### src/rtl/unsigned_seq_div_restoring.sv
// Sequential unsigned restoring divider: DW-bit dividend by VW-bit divisor,
// one quotient bit per clock, with start/busy/done handshake and divide-by-zero flag.
module unsigned_seq_div_restoring #(
  parameter int DW = 12,
  parameter int VW = 6
) (
  input  logic          clk,
  input  logic          rst,
  input  logic          load,
  input  logic [DW-1:0] dividend,
  input  logic [VW-1:0] divisor,
  output logic [DW-1:0] quotient,
  output logic [VW-1:0] remainder,
  output logic          busy,
  output logic          done,
  output logic          div_by_zero
);

  localparam int CW = $clog2(DW + 1);

  typedef enum logic [1:0] {
    S_IDLE = 2'd0,
    S_RUN  = 2'd1,
    S_ZERO = 2'd2,
    S_DONE = 2'd3
  } state_t;

  state_t        state_q, state_d;
  logic [VW:0]   p_q, p_d, p_nx;
  logic [DW-1:0] q_q, q_d, q_nx;
  logic [VW-1:0] d_q, d_d;
  logic [CW-1:0] cnt_q, cnt_d;
  logic [DW-1:0] quot_q, quot_d;
  logic [VW-1:0] rem_q, rem_d;
  logic          busy_q, busy_d;
  logic          done_q, done_d;
  logic          dbz_q, dbz_d;
  logic [VW:0]   s_s, t_s;
  logic          last_s;

  assign last_s = (cnt_q == {{(CW-1){1'b0}}, 1'b1});

  // State and all datapath/output registers
  always_ff @(posedge clk or negedge rst) begin
    if (!rst) begin
      state_q <= S_IDLE;
      p_q     <= {(VW+1){1'b0}};
      q_q     <= {DW{1'b0}};
      d_q     <= {VW{1'b0}};
      cnt_q   <= {CW{1'b0}};
      quot_q  <= {DW{1'b0}};
      rem_q   <= {VW{1'b0}};
      busy_q  <= 1'b0;
      done_q  <= 1'b0;
      dbz_q   <= 1'b0;
    end else begin
      state_q <= state_d;
      p_q     <= p_d;
      q_q     <= q_d;
      d_q     <= d_d;
      cnt_q   <= cnt_d;
      quot_q  <= quot_d;
      rem_q   <= rem_d;
      busy_q  <= busy_d;
      done_q  <= done_d;
      dbz_q   <= dbz_d;
    end
  end

  // Next state; load has priority in every state so it aborts a running division
  always_comb begin
    state_d = state_q;
    if (load) begin
      state_d = (divisor == {VW{1'b0}}) ? S_ZERO : S_RUN;
    end else begin
      case (state_q)
        S_IDLE:  state_d = S_IDLE;
        S_RUN:   state_d = last_s ? S_DONE : S_RUN;
        S_ZERO:  state_d = S_DONE;
        S_DONE:  state_d = S_DONE;
        default: state_d = S_IDLE;
      endcase
    end
  end

  // One restoring iteration: trial-subtract, keep the difference if non-negative
  always_comb begin
    s_s = {p_q[VW-1:0], q_q[DW-1]};
    t_s = s_s - {1'b0, d_q};
    if (!t_s[VW]) begin
      p_nx = t_s;
      q_nx = {q_q[DW-2:0], 1'b1};
    end else begin
      p_nx = s_s;
      q_nx = {q_q[DW-2:0], 1'b0};
    end
  end

  // Datapath register updates
  always_comb begin
    p_d   = p_q;
    q_d   = q_q;
    d_d   = d_q;
    cnt_d = cnt_q;
    if (load) begin
      p_d   = {(VW+1){1'b0}};
      q_d   = dividend;
      d_d   = divisor;
      cnt_d = CW'(DW);
    end else if (state_q == S_RUN) begin
      p_d   = p_nx;
      q_d   = q_nx;
      cnt_d = cnt_q - {{(CW-1){1'b0}}, 1'b1};
    end else begin
      cnt_d = cnt_q;
    end
  end

  // Outputs; results are written only on completion, never by an aborted run
  always_comb begin
    quot_d = quot_q;
    rem_d  = rem_q;
    dbz_d  = dbz_q;
    busy_d = (state_d == S_RUN) || (state_d == S_ZERO);
    done_d = (state_d == S_DONE);
    if (load) begin
      dbz_d = 1'b0;
    end else if (state_q == S_ZERO) begin
      quot_d = {DW{1'b1}};
      rem_d  = {VW{1'b0}};
      dbz_d  = 1'b1;
    end else if ((state_q == S_RUN) && last_s) begin
      quot_d = q_nx;
      rem_d  = p_nx[VW-1:0];
      dbz_d  = 1'b0;
    end else begin
      dbz_d = dbz_q;
    end
  end

  assign quotient    = quot_q;
  assign remainder   = rem_q;
  assign busy        = busy_q;
  assign done        = done_q;
  assign div_by_zero = dbz_q;

endmodule
### config.mk
export PLATFORM = sky130hd
export DESIGN_NAME = unsigned_seq_div_restoring
export DESIGN_NICKNAME = d
export VERILOG_FILES = /design/src/rtl/unsigned_seq_div_restoring.sv
export SDC_FILE = /design/constraint.sdc
export NUM_CORES = 1
export LEC_CHECK = 0
export CAP_MARGIN = 25
export CORE_MARGIN = 2
export CORE_UTILIZATION = 48
export DETAILED_ROUTE_END_ITERATION = 10
export PLACE_DENSITY = 0.88
export SLEW_MARGIN = 20
export SYNTH_ARGS = -nofsm -noshare
export SYNTH_HDL_FRONTEND = slang
export SYNTH_SLANG_ARGS = --single-unit
### constraint.sdc
create_clock -name clk -period 2.4 [get_ports clk]
set_clock_uncertainty 0.05 [all_clocks]
set_input_delay 0.48 -clock clk [delete_from_list [all_inputs] [get_ports clk]]
set_output_delay 0.48 -clock clk [all_outputs]
set_load 0.02 [all_outputs]
==> key figures <==
Timing
  – Max Fclk: 428 MHz
  – Final Hold Viols: 0
  – Hold WS: 0.219 ns
  – Actual slew at the worst max-slew pin: 0.626 ns
  – Setup TNS: 0 ns
  – Final setup fails: 0
  – Period utilization: 0.973
  – Setup ws final: 0.0644 ns
  – Tmin final: 2.34 ns
  – Max-slew violation count: 0
  – Worst relative slew slack: 0.583

Detailed routing
  – Via density per instance: 5.66
  – Vias: 2050
  – Final WL: 5550 µm
  – Initial DRC count: 113
  – Post-DRT Antenna Nets: 0
  – WL per Instance: 15.3 µm
  – Drt pass-1 iters: 4
  – DR DRC count: 0

Global route
  – GRT Total Usage: 0.201
  – Initial antenna violation count: 0
  – Largest net degree at the start of global routing: 52
  – Total gr overflow: 0
  – GR Layer Usage met3: 0.0391
  – Most Used Layer, Global Route: met2
  – Met2 Resource Use GR: 0.342
  – Met1 Use GR: 0.257
  – Global-route wire length before repair: 9450 µm
  – Vias in the first global route: 2023

Job
  – Max-Cap Viols: 0

Floorplanning
  – Starting density of the core: 0.494
  – Die area: 5820 µm²
  – I/O Pins: 42
  – Core area: 5070 µm²
  – Die Ht: 76.3 µm
  – Row cnt: 26
  – Die X: 76.3 µm

Clock network
  – CTS tree: yes
  – Clock latency on the worst-skew pair: 0.30 ns
  – H-tree levels: 2
  – Reg clk slew, reported paths: 0.10 ns
  – CTS Buffer Depth: 2
  – Hold_buf cts: 0
  – Cts bufs inserted: 5
  – CTS root buf: clkbuf_8
  – CTS Sinks: 51

Placement
  – Routability cong.: 0.913
  – Buffers added on ports: 41
  – Post-detail-place hpwl: 3980 µm
  – Place WS: -0.0160 ns
  – Area after DPL: 3010 µm²

Cells and area
  – Finished Cell Area: 3170 µm²
  – Layout cells sized above 1: 0.110
  – Antenna cell count: 0
  – Register area: 1280 µm²
  – Fill cells: 413
  – Layout Nets: 322
  – Area of the multi-input gates: 1170 µm²
  – Area Overhead vs Synth: 26.4%

Critical path
  – Crit path DAT: 2.51 ns
  – Reg-to-reg slack, setup: 0.06 ns
  – CP max FO: 8
  – CP Class: reg -> reg
  – Setup crit end kind: flop
  – Register-to-Register Path Depth: 9
  – Worst Setup SP: q_q[11]
  – FF-to-FF End: p_q[5]
  – Worst r2r src: q_q[11]
  – Worst Path Required: 2.58 ns
  – Critical Path Source Type: flop

Yosys
  – Adder-Cell Fraction of Synth Area: 0.0529
  – Complex-gate fraction of the synthesized area: 0.215
  – Synth Area in Simple Gates: 0.122
  – Top-count cell post-synth: dfrtp_1
  – Largest family of logic cells by synthesized area: compound AO/OA/AOI/OAI gates
  – Top cells by count, synth: 51 x dfrtp_1, 30 x nand2_1, 24 x o21ai_0
  – XOR/XNOR share of the synthesized area: 0.0140
  – Library cells used by synthesis: 48
  – Seq/Total Area, Yosys: 0.509
  – Cell taking the most area after synthesis: dfrtp_1
  – Syn_nets: 277
  – Synth top area share: 0.509
  – Total number of yosys warnings: 0
  – Multiplexer share of the synthesized area: 0.0524
  – Gate Count Post-Synth: 246
  – Ys flop type: dfrtp_1
  – Synth top area cells: dfrtp_1 51%, mux2i_1 4.8%, o21ai_0 4.8%
  – #FFs+latches synth: 51
  – Post-Synthesis Cell Area: 2510 µm²
  – Synthesized area per cell: 10.2 µm²
  – Asr flop ratio synth: 1.00
  – Number of flops mapped to enable cells by yosys: 0

Power and ir drop
  – Sw Ratio: 0.315
  – Clock share of power: 0.273
  – Sequential power share: 0.436
  – Combinational Power Share: 0.291
  – PwrDens: 732 nW/µm²
  – Internal: 1590 µW
  – Static leakage: 0.00134 µW
  – Worst VDD drop: 0.000496 V
  – Switching power: 731 µW

Run status
  – Status: finished clean

Min path
  – Worst min path class: in -> async
what timing repair did:
item / in CTS / in global routing
gates resized for setup: 4 / 3
setup buffers: 0 / 2
setup endpoints to repair: 3 / 9
pin swaps: 2 / 4
endpoints found under the hold margin: 0 / 0
placed cells by master (no fill, tap or decap), types with 8 or more instances in the layout:
cell	count
dfrtp_1	51
clkdlybuf4s50_1	40
nand2_1	30
o21ai_0	24
a21oi_1	16
nor2_1	15
mux2i_1	11
o22a_1	11
inv_1	10
buf_4	9
ha_1	8
worst max-delay path by stage:
stage / endpoint
final: p_q[5]
after global routing: p_q[5]
after CTS: p_q[5]
after detailed placement: p_q[1]
after global placement: p_q[5]
after floorplan: p_q[5]
metal layers:
| layer | vias to the layer above | share of wire |
|---|---|---|
| met5 | - | 0 |
| met1 | 997 | 0.42 |
| met2 | 67 | 0.51 |
| li1 | 974 | - |
| met4 | 0 | 0.018 |
| met3 | 12 | 0.052 |
flip-flops by register name, summed over array words and instances, names as in the netlist:
name,flops
remainder,6
cnt_q,4
p_q,6
div_by_zero,1
busy,1
done,1
state_q,2
quotient,12
d_q,6
q_q,12
power by group through the flow:
| stage | combinational, µW | clock [µW] | sequential (µW) |
|---|---|---|---|
| 4_1_cts | 646 | 640 | 1010 |
| 3_5_place_dp | 621 | 0 | 1030 |
| 5_1_grt | 735 | 673 | 1020 |
| 3_3_place_gp | 597 | 0 | 1020 |
| 2_1_floorplan | 414 | 0 | 1030 |
| 6_report | 675 | 634 | 1010 |
stage by stage:
step           std cells  utilization  power (µW)
2_1_floorplan        246            -        1440
3_3_place_gp         352        0.593        1620
3_5_place_dp         352        0.593        1650
4_1_cts              360        0.620        2300
5_1_grt              362        0.625        2430
6_report             362        0.625        2320
cells by family (layout without fill, tap and decap cells):
kind of cell / Yosys count / in the layout
AOI/OAI and AO/OA: 78 / 78
and+or+nand+nor: 67 / 67
DFF: 51 / 51
buffers and inverters: 23 / 69
muxes: 13 / 13
adders and majority gates: 10 / 10
xor gates and xnor gates: 4 / 4
critical path: stages (launching register included):
cell and delay [ns]:
dfrtp_1 0.40, inv_2 0.07, ha_2 0.17, inv_1 0.05, fa_2 0.37, a211oi_4 0.31
o21a_2 0.23, o211ai_4 0.14, a31o_1 0.24, a311oi_2 0.22
cell type report:
class | count | area share
clock buffer | 6 | 0.0260
multi-input combinational | 172 | 0.369
timing repair buffer | 50 | 0.149
sequential | 51 | 0.403
inverter | 11 | 0.0130
tap | 70 | 0.0276
clock inverter | 2 | 0.0122
(Power assumes the default switching activity.)
